## src/rtl/mul_pkg.sv

```systemverilog
// Shared types and sizing for the sequential 16x16 multiplier.
package mul_pkg;

  localparam int MUL_W     = 16;
  localparam int PROD_W    = 32;
  localparam int CNT_W     = 4;
  localparam int MUL_STEPS = 16;

  typedef enum logic [1:0] {
    IDLE = 2'd0,
    RUN  = 2'd1,
    DONE = 2'd2
  } state_e;

endpackage

```

## src/rtl/mul_seq_if.sv

```systemverilog
// Operand/product handshake bundle for the MUL execution unit.
interface mul_seq_if;
  import mul_pkg::*;

  logic              in_valid;
  logic              in_ready;
  logic [MUL_W-1:0]  in_a;
  logic [MUL_W-1:0]  in_b;
  logic              out_valid;
  logic              out_ready;
  logic [PROD_W-1:0] out_prod;
  logic              busy;

  // Issuing side (ALU dispatch / testbench).
  modport master (
    output in_valid, in_a, in_b, out_ready,
    input  in_ready, out_valid, out_prod, busy
  );

  // Multiplier side.
  modport slave (
    input  in_valid, in_a, in_b, out_ready,
    output in_ready, out_valid, out_prod, busy
  );

endinterface

```

## src/rtl/mul_seq_adder.sv

```systemverilog
// 16-bit carry-lookahead adder: 4-bit groups with group generate/propagate
// so the carry into each group does not ripple through the previous one.
module Adder (
  input  logic [15:0] A,
  input  logic [15:0] B,
  input  logic        Cin,
  output logic [15:0] S,
  output logic        Cout
);

  logic [15:0] g;
  logic [15:0] p;
  logic [16:0] c;
  logic [3:0]  gg;
  logic [3:0]  gp;

  assign g = A & B;
  assign p = A ^ B;

  // Carry lookahead: in-group carries from bit g/p, group carry from gg/gp.
  always_comb begin
    c  = '0;
    gg = '0;
    gp = '0;
    c[0] = Cin;
    for (int k = 0; k < 4; k++) begin
      gg[k] = g[4*k+3]
            | (p[4*k+3] & g[4*k+2])
            | (p[4*k+3] & p[4*k+2] & g[4*k+1])
            | (p[4*k+3] & p[4*k+2] & p[4*k+1] & g[4*k]);
      gp[k] = p[4*k+3] & p[4*k+2] & p[4*k+1] & p[4*k];
      c[4*k+1] = g[4*k]   | (p[4*k]   & c[4*k]);
      c[4*k+2] = g[4*k+1] | (p[4*k+1] & g[4*k])
               | (p[4*k+1] & p[4*k] & c[4*k]);
      c[4*k+3] = g[4*k+2] | (p[4*k+2] & g[4*k+1])
               | (p[4*k+2] & p[4*k+1] & g[4*k])
               | (p[4*k+2] & p[4*k+1] & p[4*k] & c[4*k]);
      c[4*k+4] = gg[k] | (gp[k] & c[4*k]);
    end
  end

  assign S    = p ^ c[15:0];
  assign Cout = c[16];

endmodule

```

## src/rtl/mul_seq.sv

```systemverilog
// Sequential 16x16 unsigned shift-and-add multiplier (MUL execution unit).
// One Adder is reused for 16 steps; {hi,lo} shifts right each step while
// lo[0] selects whether the multiplicand is added into hi.
// Optional early termination: define MUL_SEQ_EARLY_TERM_EN.
//
// state | meaning
// IDLE  | ready for operands
// RUN   | one shift-and-add step per clock
// DONE  | product valid, held until out_ready
module mul_seq
  import mul_pkg::*;
#(
  parameter int WIDTH = MUL_W  // only 16 is legal; Adder is fixed width
) (
  input  logic        clk,
  input  logic        reset,
  mul_seq_if.slave    bus
);

  state_e               state_q, state_d;
  logic [WIDTH-1:0]     mcand_q;
  logic [WIDTH-1:0]     hi_q;
  logic [WIDTH-1:0]     lo_q;
  logic [CNT_W-1:0]     cnt_q;
  logic [2*WIDTH-1:0]   prod_q;

  logic                 accept;
  logic                 last_step;
  logic                 early_done;
  logic [2*WIDTH-1:0]   early_prod;
  logic [WIDTH-1:0]     add_b;
  logic [WIDTH-1:0]     sum;
  logic                 cout;
  logic [WIDTH-1:0]     step_hi;
  logic [WIDTH-1:0]     step_lo;

  assign accept    = bus.in_valid && (state_q == IDLE);
  assign last_step = (cnt_q == CNT_W'(MUL_STEPS - 1));
  assign add_b     = lo_q[0] ? mcand_q : '0;

  Adder u_adder (
    .A    (hi_q),
    .B    (add_b),
    .Cin  (1'b0),
    .S    (sum),
    .Cout (cout)
  );

  // Carry-out becomes the new hi MSB; the bit shifted out of the sum
  // enters lo from the top as a finished product bit.
  assign step_hi = {cout, sum[WIDTH-1:1]};
  assign step_lo = {sum[0], lo_q[WIDTH-1:1]};

`ifdef MUL_SEQ_EARLY_TERM_EN
  logic [WIDTH-1:0] rem_mask;
  logic [4:0]       align_sh;

  // Remaining multiplier bits are lo[15-cnt:0]; if they are all zero the
  // rest of the run would only shift, so align the partial product at once.
  always_comb begin
    rem_mask   = {WIDTH{1'b1}} >> cnt_q;
    align_sh   = 5'(WIDTH) - {1'b0, cnt_q};
    early_done = ((lo_q & rem_mask) == '0);
    early_prod = {hi_q, lo_q} >> align_sh;
  end
`else
  assign early_done = 1'b0;
  assign early_prod = '0;
`endif

  // State register.
  always_ff @(posedge clk or posedge reset) begin
    if (reset) state_q <= IDLE;
    else       state_q <= state_d;
  end

  // Next-state logic.
  always_comb begin
    state_d = state_q;
    case (state_q)
      IDLE:    if (accept) state_d = RUN;
      RUN:     if (early_done || last_step) state_d = DONE;
      DONE:    if (bus.out_ready) state_d = IDLE;
      default: state_d = IDLE;
    endcase
  end

  // Handshake outputs decoded from the current state.
  always_comb begin
    bus.in_ready  = (state_q == IDLE);
    bus.out_valid = (state_q == DONE);
    bus.busy      = (state_q != IDLE);
    bus.out_prod  = prod_q;
  end

  // Datapath: operand load on accept, one step per RUN cycle, product capture.
  always_ff @(posedge clk or posedge reset) begin
    if (reset) begin
      mcand_q <= '0;
      hi_q    <= '0;
      lo_q    <= '0;
      cnt_q   <= '0;
      prod_q  <= '0;
    end else if (accept) begin
      mcand_q <= bus.in_a;
      hi_q    <= '0;
      lo_q    <= bus.in_b;
      cnt_q   <= '0;
    end else if (state_q == RUN) begin
      if (early_done) begin
        prod_q <= early_prod;
      end else begin
        hi_q  <= step_hi;
        lo_q  <= step_lo;
        cnt_q <= cnt_q + CNT_W'(1);
        if (last_step) prod_q <= {step_hi, step_lo};
      end
    end
  end

endmodule

```

## src/flat_wrapper.sv

```systemverilog
// flat-port wrapper written by rule: the top's interface ports become plain ports
module mul_seq_flat import mul_pkg::*;
#(
  parameter int WIDTH = MUL_W                                           
)
  (clk, reset, bus_in_valid, bus_in_a, bus_in_b, bus_out_ready, bus_in_ready, bus_out_valid, bus_out_prod, bus_busy);
  mul_seq_if bus_i ();
  input  logic clk;
  input  logic reset;
  input wire logic [$bits(bus_i.in_valid)-1:0] bus_in_valid;
  input wire logic [$bits(bus_i.in_a)-1:0] bus_in_a;
  input wire logic [$bits(bus_i.in_b)-1:0] bus_in_b;
  input wire logic [$bits(bus_i.out_ready)-1:0] bus_out_ready;
  output wire logic [$bits(bus_i.in_ready)-1:0] bus_in_ready;
  output wire logic [$bits(bus_i.out_valid)-1:0] bus_out_valid;
  output wire logic [$bits(bus_i.out_prod)-1:0] bus_out_prod;
  output wire logic [$bits(bus_i.busy)-1:0] bus_busy;
  assign bus_i.in_valid = bus_in_valid;
  assign bus_i.in_a = bus_in_a;
  assign bus_i.in_b = bus_in_b;
  assign bus_i.out_ready = bus_out_ready;
  assign bus_in_ready = bus_i.in_ready;
  assign bus_out_valid = bus_i.out_valid;
  assign bus_out_prod = bus_i.out_prod;
  assign bus_busy = bus_i.busy;
  mul_seq #(.WIDTH(WIDTH)) u_core (.clk(clk), .reset(reset), .bus(bus_i));
endmodule
```

## config.mk

```make
export PLATFORM = sky130hd
export DESIGN_NAME = mul_seq_flat
export DESIGN_NICKNAME = d
export VERILOG_FILES = /design/src/rtl/mul_pkg.sv /design/src/rtl/mul_seq_if.sv /design/src/rtl/mul_seq_adder.sv /design/src/rtl/mul_seq.sv /design/src/flat_wrapper.sv
export SDC_FILE = /design/constraint.sdc
export NUM_CORES = 1
export LEC_CHECK = 0
export ABC_AREA = 1
export CAP_MARGIN = 20
export CORE_MARGIN = 2
export CORE_UTILIZATION = 53
export CTS_BUF_LIST = sky130_fd_sc_hd__clkbuf_4 sky130_fd_sc_hd__clkbuf_8 sky130_fd_sc_hd__clkbuf_16
export DETAILED_ROUTE_END_ITERATION = 10
export GPL_TIMING_DRIVEN = 0
export PLACE_DENSITY_LB_ADDON = 0.1
export RECOVER_POWER = 50
export SLEW_MARGIN = 0
export SYNTH_ARGS = -nofsm -noshare
export SYNTH_HDL_FRONTEND = slang
export SYNTH_HIERARCHICAL = 1
export SYNTH_SLANG_ARGS = --single-unit
```

## constraint.sdc

```tcl
create_clock -name clk -period 3.1 [get_ports clk]
set_input_delay 0.62 -clock clk [delete_from_list [all_inputs] [get_ports clk]]
set_output_delay 0.62 -clock clk [all_outputs]
set_load 0.01 [all_outputs]
```

==> impl_metrics.py, run 1 <==
metrics = {
    "place": {
        "gp_congestion": 0.8167,
        "place_inst": 682,
        "post-dp-hpwl_um": 6949,
        "preCtsSetupSlack_ns": 0.1648,
        "portBuffers": 70,
    },
    "timing": {
        "max_freq_mhz": 354.4,
        "fin_crit_sh_pct": 91.01,
        "fin_skew_ns": 0.009943,
        "min_period_ns": 2.821,
        "timing.slew.headroom_pct": 12.89,
        "rsz0062_at_grt": "no",
        "hold_viol_final": 0,
        "finalSetupViolations": 0,
        "final_max_slew_viol_count": 0,
        "worst_slew_pin_slew_ns": 1.300,
        "worst_slack_ns": 0.2785,
        "fin_tns_setup_ns": 0,
        "whs_ns": 0.4853,
    },
    "global_route": {
        "grt_pass1_vias": 3607,
        "gr-total-overflow": 0,
        "grt_max_degree": 58,
        "antenna_found_initial": 0,
        "grt_usage_pct": 24.41,
        "grt_pass1_wl_um": 16860,
    },
    "finish": {
        "syn_to_final_growth_pct": 25.18,
        "instances_no_fill": 696,
        "n_antenna_cell": 0,
        "drive_above_1_share_pct": 8.418,
        "nets": 648,
    },
    "synthesis": {
        "ys_async_sr_fraction_pct": 100.0,
        "syn_inst": 508,
        "synth-seq-area-share_pct": 50.18,
        "synth-seq-cells": 86,
        "ys_types": 34,
        "synth_ff_type": "dfrtp_1",
        "synth-edff-count": 0,
        "yosys_warnings": 6,
        "syn_avg_cell_area_um2": 8.443,
        "netlist_area_um2": 4289,
    },
    "floorplan": {
        "design.portCount": 71,
        "num_rows": 32,
        "core_um2": 7767,
        "initial_core_util_pct": 55.22,
        "die_y_um": 93.96,
        "die_area_um2": 8828,
        "fp.dieW_um": 93.96,
    },
    "critical_path": {
        "cp.buffers_inverters": 3,
        "required_ns": 3.32,
        "crit_type": "reg -> reg",
        "slowest_stage": "fa_1",
        "end_kind": "flip-flop",
        "crit_family": "buffers and inverters",
        "path_cells": "clkbuf_1, clkbuf_2, nand2_1, inv_1, ha_1, a21oi_1, nand2_1, nor2_2, nand2_4, nand2_2, nand2_4, fa_1, xor2_1, nand2_1, o21ai_1",
        "crit_fanout": 10,
        "start_kind": "flip-flop",
        "arrival_ns": 3.04,
        "path_common_cell": "nand2_1",
        "max_stage_delay_ns": 0.38,
    },
    "route": {
        "first_iter_violations": 270,
        "drc_errors": 0,
        "wl_met1_um": 4286,
        "top_layer": "met4",
        "wl_met3_um": 531,
        "vias": 3609,
        "avgRoutedWirePerCell_um": 14.07,
        "wl_met2_um": 4787,
        "ant_nets": 0,
        "vias_per_cell": 5.185,
        "drt_pass1_iterations": 4,
        "totalWireLength_um": 9792,
    },
    "power_and_ir_drop": {
        "p_switching_mw": 1.956,
        "p_leak_nw": 2.791,
        "p_clk_share_pct": 19.4,
        "pwr_density_cell_nw_per_um2": 965.1,
        "comb_power_share_pct": 43.7,
        "p_seq_share_pct": 36.9,
        "ir_worst_vdd_v": 0.0004255,
        "p_int_mw": 3.226,
        "power_switching_share_pct": 37.75,
    },
    "cts": {
        "clk_pin_slew_worst_paths_ns": 0.08,
        "cts_htree_levels": 3,
        "cts_tree": "yes",
        "cts-root-buf": "clkbuf_8",
        "clock_sinks": 86,
        "numCtsBuffers": 9,
        "clk_latency_ns": 0.35,
        "clk_path_buf_depth": 2,
    },
    "outcome": {
        "status": "complete, no violations",
    },
    "worst_hold_path": {
        "hold_path.class": "reg -> reg",
    },
    "job": {
        "drv_cap": 0,
    },
}
[layout by cell type (no fill, tap or decap), types with 5 or more instances in the layout]
master	n
a21oi_1	6
clkbuf_1	9
clkbuf_8	10
clkdlybuf4s50_1	68
dfrtp_1	86
ha_1	17
inv_1	39
nand2_1	206
nand2_2	7
nand3_1	24
nor2_1	5
o21ai_0	40
o21ai_1	21
xor2_1	7
[final timing paths]
path / end / slack, ns / from / depth (start not counted)
hold / removal: u_core/hi_q[14] / 0.49 / u_core/hi_q[14] / 2
max in group asynchronous: u_core/bus.out_prod[24] / 0.71 / reset / 3
hold reg to reg: u_core/hi_q[14] / 0.49 / u_core/hi_q[14] / 2
setup reg to reg: u_core/bus.out_prod[28] / 0.28 / u_core/lo_q[0] / 15
min in group asynchronous: u_core/bus.out_prod[9] / 1.00 / reset / 2
setup / recovery: u_core/bus.out_prod[28] / 0.28 / u_core/lo_q[0] / 15
[state kept, by name, summed over array words and instances (netlist names)]
| register | flops |
|---|---|
| u_core/bus.out_prod | 32 |
| u_core/cnt_q | 4 |
| u_core/hi_q | 16 |
| u_core/lo_q | 16 |
| u_core/mcand_q | 16 |
| u_core/state_q | 2 |
[per-stage QoR]
stage | util (%) | area (um2) | total power, mW
2_1_floorplan | - | 4293 | 3.344
3_3_place_gp | 65.93 | 5121 | 4.097
3_5_place_dp | 66.32 | 5151 | 4.176
4_1_cts | 69.64 | 5409 | 5.228
5_1_grt | 69.12 | 5369 | 5.616
6_report | 69.12 | 5369 | 5.182
[Yosys cell counts, drive strengths merged, types with 3 or more instances]
cell type / n / area [um2]
nand2: 217 / 869.6
o21ai: 61 / 309.0
fa: 4 / 80.08
nand3: 26 / 140.1
xor2: 7 / 61.31
clkbuf: 10 / 40.04
inv: 41 / 156.4
xnor2: 3 / 26.28
buf: 11 / 88.83
dfrtp: 86 / 2152
nor2: 10 / 55.05
ha: 17 / 212.7
a21oi: 8 / 55.06
[per-layer routing]
metal	GRT usage [%]	up-vias
li1	-	1755
met1	33.24	1722
met2	39.76	115
met3	3.692	17
met4	8.937	0
met5	0	-
[cells by family after synthesis]
family / count (synthesis) / synth area share, %
xor gates and xnor gates: 10 / 2.042
other: 1 / 0.08743
AOI/OAI and AO/OA: 71 / 8.898
and+or+nand+nor: 256 / 25.23
buffers and inverters: 63 / 6.738
adders and majority gates: 21 / 6.826
DFF: 86 / 50.17
[power by group through the flow]
stage / registers [mW] / logic [mW] / clock network (mW)
floorplan: 1.94 / 1.40 / 0
global placement: 1.91 / 2.18 / 0
detailed placement: 1.92 / 2.25 / 0
CTS: 1.91 / 2.28 / 1.03
global route: 1.98 / 2.55 / 1.09
finish: 1.91 / 2.26 / 1.01
[repair_timing]
action,in CTS,in global routing
hold buffers,0,0
setup endpoints to repair,0,3
buffers inserted,0,0
gates resized for setup,0,2
[cell type report]
| class | count | area, um2 |
|---|---|---|
| Clock inverter | 4 | 120.1 |
| Buffer | 21 | 122.6 |
| Clock buffer | 10 | 137.6 |
| Sequential cell | 86 | 2152 |
| Tap cell | 102 | 127.6 |
| Multi-Input combinational cell | 360 | 1841 |
| Inverter | 42 | 160.2 |
| Timing Repair Buffer | 71 | 708.2 |
| Fill cell | 635 | 2399 |
[worst register-to-register path: stages (launching register included)]
cell and delay [ns]:
dfrtp_1 0.32, clkbuf_1 0.32, clkbuf_2 0.33, nand2_1 0.11
inv_1 0.07, ha_1 0.28, a21oi_1 0.15, nand2_1 0.08
nor2_2 0.12, nand2_4 0.09, nand2_2 0.08, nand2_4 0.07
fa_1 0.38, xor2_1 0.16, nand2_1 0.09, o21ai_1 0.06
Note: power is estimated with default switching activity, not from simulation.
==> inputs of run 2 (changes only) <==
--- a/config.mk
+++ b/config.mk
@@ -12,9 +12,8 @@
 export CTS_BUF_LIST = sky130_fd_sc_hd__clkbuf_4 sky130_fd_sc_hd__clkbuf_8 sky130_fd_sc_hd__clkbuf_16
 export DETAILED_ROUTE_END_ITERATION = 10
 export GPL_TIMING_DRIVEN = 0
-export PLACE_DENSITY_LB_ADDON = 0.1
+export PLACE_DENSITY = 0.86
 export RECOVER_POWER = 50
-export SLEW_MARGIN = 0
 export SYNTH_ARGS = -nofsm -noshare
 export SYNTH_HDL_FRONTEND = slang
 export SYNTH_HIERARCHICAL = 1
==> impl_metrics.py, run 2 (synthesis results as in run 1) <==
metrics = {
    "finish": {
        "fin_area_um2": 5378,
        "final_cell_mix": "206 x nand2_1, 86 x dfrtp_1, 68 x clkdlybuf4s50_1, 40 x o21ai_0, 39 x inv_1",
        "utilization_pct": 69.23,
        "largest_reg_flops": 32,
        "drive_above_1_share_pct": 8.725,
        "mostFrequentLayoutCell": "nand2_1",
        "instances_no_fill": 698,
        "n_antenna_cell": 0,
        "fill_cells": 605,
        "nets": 648,
        "syn_to_final_growth_pct": 25.38,
    },
    "timing": {
        "fin_crit_sh_pct": 91.10,
        "max_freq_mhz": 354.1,
        "fin_skew_ns": 0.009297,
        "worst_slew_pin_slew_ns": 1.039,
        "finalSetupViolations": 0,
        "min_period_ns": 2.824,
        "hold_viol_final": 0,
        "fin_tns_setup_ns": 0,
        "rsz0062_at_grt": "no",
        "timing.slew.headroom_pct": 30.01,
        "final_max_slew_viol_count": 0,
    },
    "cts": {
        "numCtsBuffers": 9,
        "cts_tree": "yes",
        "hold_buffers": 0,
        "cts_htree_levels": 3,
        "clk_path_buf_depth": 2,
        "cts-root-buf": "clkbuf_8",
        "clock_sinks": 86,
        "clk_pin_slew_worst_paths_ns": 0.09,
        "postCtsSetupBuffers": 0,
        "clk_latency_ns": 0.35,
    },
    "route": {
        "vias": 3649,
        "drc_errors": 0,
        "vias_per_cell": 5.228,
        "ant_nets": 0,
        "avgRoutedWirePerCell_um": 13.91,
        "drt_pass1_iterations": 6,
        "totalWireLength_um": 9710,
        "first_iter_violations": 231,
    },
    "global_route": {
        "grt_usage_pct": 23.84,
        "antenna_found_initial": 0,
        "grt_pass1_wl_um": 16460,
        "gr-total-overflow": 0,
        "grt_max_degree": 75,
        "grt_pass1_vias": 3726,
    },
    "power_and_ir_drop": {
        "power_switching_share_pct": 38.53,
        "ir_worst_vdd_v": 0.0004514,
        "p_int_mw": 3.150,
        "comb_power_share_pct": 44.0,
        "p_seq_share_pct": 37.4,
        "p_leak_nw": 2.795,
        "pwr_density_cell_nw_per_um2": 953.0,
        "p_clk_share_pct": 18.6,
        "p_switching_mw": 1.975,
    },
    "floorplan": {
        "initial_core_util_pct": 55.22,
        "fp.dieW_um": 93.96,
        "core_um2": 7767,
        "die_y_um": 93.96,
        "design.portCount": 71,
        "num_rows": 32,
        "die_area_um2": 8828,
    },
    "critical_path": {
        "crit_family": "buffers and inverters",
        "start_kind": "flip-flop",
        "max_stage_delay_ns": 0.38,
        "required_ns": 3.33,
        "slowest_stage": "fa_1",
        "path_common_cell": "nand2_1",
        "crit_fanout": 10,
        "arrival_ns": 3.05,
        "path_cells": "clkbuf_1, clkbuf_2, nand2_1, inv_1, ha_1, a21oi_1, nand2_1, nor2_2, nand2_4, nand2_2, nand2_4, fa_1, xor2_1, nand2_1, o21ai_1",
        "end_kind": "flip-flop",
        "cp.buffers_inverters": 3,
        "crit_type": "reg -> reg",
    },
    "job": {
        "drv_cap": 0,
    },
    "place": {
        "gp_congestion": 0.8496,
        "place_inst": 682,
        "place_area_um2": 5151,
        "portBuffers": 70,
        "post-dp-hpwl_um": 7034,
    },
    "worst_hold_path": {
        "hold_path.class": "reg -> reg",
    },
    "outcome": {
        "status": "complete, no violations",
    },
}
-- run 2: cell type report --
type | instances | area (um2) | share of cell area, %
Tap cell | 102 | 127.6 | 2.373
Buffer | 21 | 122.6 | 2.280
Clock inverter | 5 | 107.6 | 2.001
Inverter | 42 | 160.2 | 2.978
Timing Repair Buffer | 71 | 728.2 | 13.54
Multi-Input combinational cell | 360 | 1841 | 34.23
Clock buffer | 11 | 138.9 | 2.583
Sequential cell | 86 | 2152 | 40.02
-- run 2: final timing paths --
kind / end / cells past startpoint / start / slack, ns
max in group asynchronous: u_core/hi_q[9] / 3 / reset / 1.57
max reg2reg: u_core/bus.out_prod[28] / 15 / u_core/lo_q[0] / 0.28
min reg2reg: u_core/hi_q[10] / 2 / u_core/hi_q[10] / 0.49
min: u_core/hi_q[10] / 2 / u_core/hi_q[10] / 0.49
max: u_core/bus.out_prod[28] / 15 / u_core/lo_q[0] / 0.28
min in group asynchronous: u_core/lo_q[4] / 2 / reset / 0.79
-- run 2: power by group through the flow --
stage	sequential, mW	combinational [mW]	clock [mW]
after CTS	1.92	2.28	0.966
after floorplan	1.94	1.40	0
after detailed placement	1.93	2.25	0
after global placement	1.92	2.15	0
final	1.92	2.26	0.952
after global routing	1.97	2.54	1.02
-- run 2: worst min-delay path, stage by stage, from the launching register on --
cell and delay, ns:
dfrtp_1 0.35, nand2_1 0.05, nand2_1 0.05
-- run 2: timing repair --
item | in CTS | in global routing
gates resized for setup | 0 | 2
endpoints found under the setup margin | 0 | 2
endpoints found under the hold margin | 0 | 0
-- run 2: metrics by stage --
step	hold WS, ns	power, mW	setup slack [ns]
floorplan	0.4483	3.344	0.2582
global placement	0.4614	4.066	-0.9921
detailed placement	0.4678	4.187	0.1729
CTS	0.4903	5.162	0.1568
global route	0.5191	5.528	0.09146
finish	0.4879	5.125	0.2760
-- run 2: layer usage --
layer	global-route usage (%)	up-vias	share of wire, %
met5	0	-	0
met4	10.02	0	1.3
met3	4.815	15	5.3
met2	41.37	109	53
met1	28.85	1762	40
li1	-	1763	-
==> inputs of run 3 (changes only) <==
--- a/config.mk
+++ b/config.mk
@@ -8,11 +8,11 @@
 export ABC_AREA = 1
 export CAP_MARGIN = 20
 export CORE_MARGIN = 2
-export CORE_UTILIZATION = 53
+export CORE_UTILIZATION = 34
 export CTS_BUF_LIST = sky130_fd_sc_hd__clkbuf_4 sky130_fd_sc_hd__clkbuf_8 sky130_fd_sc_hd__clkbuf_16
 export DETAILED_ROUTE_END_ITERATION = 10
 export GPL_TIMING_DRIVEN = 0
-export PLACE_DENSITY = 0.86
+export PLACE_DENSITY = 0.62
 export RECOVER_POWER = 50
 export SYNTH_ARGS = -nofsm -noshare
 export SYNTH_HDL_FRONTEND = slang
==> impl_metrics.py, run 3 (synthesis results as in run 1) <==
metrics = {
    "worst_hold_path": {
        "holdPathEnd": "u_core/hi_q[15]",
        "hold_path.class": "reg -> reg",
        "whs_path_depth": 2,
        "min_from": "u_core/hi_q[15]",
    },
    "floorplan": {
        "die_area_um2": 13530,
        "core_um2": 12470,
        "die_y_um": 116.3,
        "num_rows": 41,
        "design.portCount": 71,
        "initial_core_util_pct": 34.41,
        "fp.dieW_um": 116.3,
    },
    "finish": {
        "fill_cells": 1230,
        "mostFrequentLayoutCell": "nand2_1",
        "drive_above_1_share_pct": 8.725,
        "syn_to_final_growth_pct": 27.83,
        "largest_reg_flops": 32,
        "seqCellArea_um2": 2152,
        "multi_input_area_um2": 1841,
        "final_cell_mix": "206 x nand2_1, 86 x dfrtp_1, 68 x clkdlybuf4s50_1, 40 x o21ai_0, 39 x inv_1",
        "instances_no_fill": 768,
        "nets": 648,
        "n_antenna_cell": 0,
        "utilization_pct": 43.98,
    },
    "critical_path": {
        "required_ns": 3.31,
        "cp.buffers_inverters": 3,
        "crit_fanout": 10,
        "max_stage_delay_ns": 0.38,
        "start_kind": "flip-flop",
        "reg2reg_from": "u_core/lo_q[0]",
        "path_cells": "clkbuf_1, clkbuf_2, nand2_1, inv_1, ha_1, a21oi_1, nand2_1, nor2_2, nand2_4, nand2_2, nand2_4, fa_1, xor2_1, nand2_1, o21ai_1",
        "arrival_ns": 3.02,
        "end_kind": "flip-flop",
        "crit_type": "reg -> reg",
        "crit_family": "buffers and inverters",
        "slowest_stage": "fa_1",
        "r2r_cells": 15,
        "path_common_cell": "nand2_1",
        "rrSetupSlack_ns": 0.29,
        "r2r_end": "u_core/bus.out_prod[28]",
    },
    "route": {
        "ant_nets": 0,
        "drc_errors": 0,
        "vias": 3522,
        "drt_pass1_iterations": 4,
        "totalWireLength_um": 10000,
        "avgRoutedWirePerCell_um": 13.02,
        "first_iter_violations": 194,
        "vias_per_cell": 4.586,
    },
    "cts": {
        "clock_sinks": 86,
        "numCtsBuffers": 9,
        "postCtsSetupBuffers": 0,
        "cts_tree": "yes",
        "clk_path_buf_depth": 2,
        "cts-root-buf": "clkbuf_16",
        "clk_pin_slew_worst_paths_ns": 0.07,
        "cts_htree_levels": 3,
        "clk_latency_ns": 0.34,
        "hold_buffers": 0,
    },
    "timing": {
        "max_freq_mhz": 355.8,
        "fin_crit_sh_pct": 90.66,
        "worst_slew_pin_slew_ns": 1.001,
        "hold_viol_final": 0,
        "finalSetupViolations": 0,
        "final_max_slew_viol_count": 0,
        "min_period_ns": 2.810,
        "rsz0062_at_grt": "no",
        "whs_ns": 0.4809,
        "fin_skew_ns": 0.009316,
        "timing.slew.headroom_pct": 32.87,
    },
    "global_route": {
        "grt_max_degree": 64,
        "gr-total-overflow": 0,
        "grt_pass1_vias": 3538,
        "grt_usage_pct": 15.85,
        "antenna_found_initial": 0,
        "grt_pass1_wl_um": 16700,
    },
    "job": {
        "drv_cap": 0,
    },
    "place": {
        "post-dp-hpwl_um": 7290,
        "portBuffers": 70,
        "gp_congestion": 0.8172,
        "place_inst": 752,
    },
    "power_and_ir_drop": {
        "pwr_density_cell_nw_per_um2": 943.6,
        "ir_worst_vdd_v": 0.0003307,
        "p_leak_nw": 2.794,
    },
    "outcome": {
        "status": "complete, no violations",
    },
}
==> run 3: cell type report <==
class | instances | share of cell area, %
Clock inverter | 7 | 1.050
Multi-Input combinational cell | 360 | 33.57
Tap cell | 172 | 3.925
Timing Repair Buffer | 71 | 12.92
Sequential cell | 86 | 39.25
Clock buffer | 9 | 4.108
Buffer | 21 | 2.236
Inverter | 42 | 2.944
==> run 3: how the worst max path moves through the flow <==
| stage | startpoint | to | slack, ns | depth (start not counted) |
|---|---|---|---|---|
| final | u_core/lo_q[0] | u_core/bus.out_prod[28] | 0.29 | 15 |
| after global routing | u_core/lo_q[0] | u_core/bus.out_prod[28] | 0.07 | 15 |
| after CTS | u_core/lo_q[0] | u_core/bus.out_prod[28] | 0.11 | 15 |
| after detailed placement | u_core/lo_q[0] | u_core/bus.out_prod[28] | 0.14 | 15 |
| after global placement | reset | u_core/mcand_q[2] | -1.12 | 2 |
| after floorplan | reset | u_core/bus.out_prod[0] | 0.26 | 1 |
==> run 3: timing repair <==
action / in CTS / in global routing
setup endpoints to repair: 0 / 3
hold endpoints to repair: 0 / 0
gates resized for setup: 0 / 2
==> run 3: layer usage <==
layer	global-route usage, %	vias to the layer above	wire (um)
met5	0	-	0
met1	20.37	1686	4508
li1	-	1760	-
met3	3.477	10	384
met4	4.444	0	144
met2	27.05	66	4962
==> run 3: worst reg2reg max path, cell delays in order (launching register included) <==
cell and delay (ns):
dfrtp_1 0.33, clkbuf_1 0.34, clkbuf_2 0.32, nand2_1 0.07, inv_1 0.07, ha_1 0.28, a21oi_1 0.14, nand2_1 0.08
nor2_2 0.13, nand2_4 0.08, nand2_2 0.08, nand2_4 0.07, fa_1 0.39, xor2_1 0.17, nand2_1 0.09, o21ai_1 0.06
==> run 3: where the power goes <==
| part | switching (mW) | internal (mW) |
|---|---|---|
| logic | 1.26 | 0.981 |
| registers | 0.298 | 1.62 |
| clock network | 0.470 | 0.551 |
| total | 2.02 | 3.15 |
==> run 3: per-stage QoR <==
stage / setup WS, ns / TNS [ns] / power (mW) / area [um2]
2_1_floorplan: 0.2582 / 0 / 3.344 / 4293
3_5_place_dp: 0.1394 / 0 / 4.195 / 5239
4_1_cts: 0.1058 / 0 / 5.242 / 5522
3_3_place_gp: -1.117 / -95.68 / 4.113 / 5209
6_report: 0.2897 / 0 / 5.173 / 5483
5_1_grt: 0.06680 / 0 / 5.609 / 5483
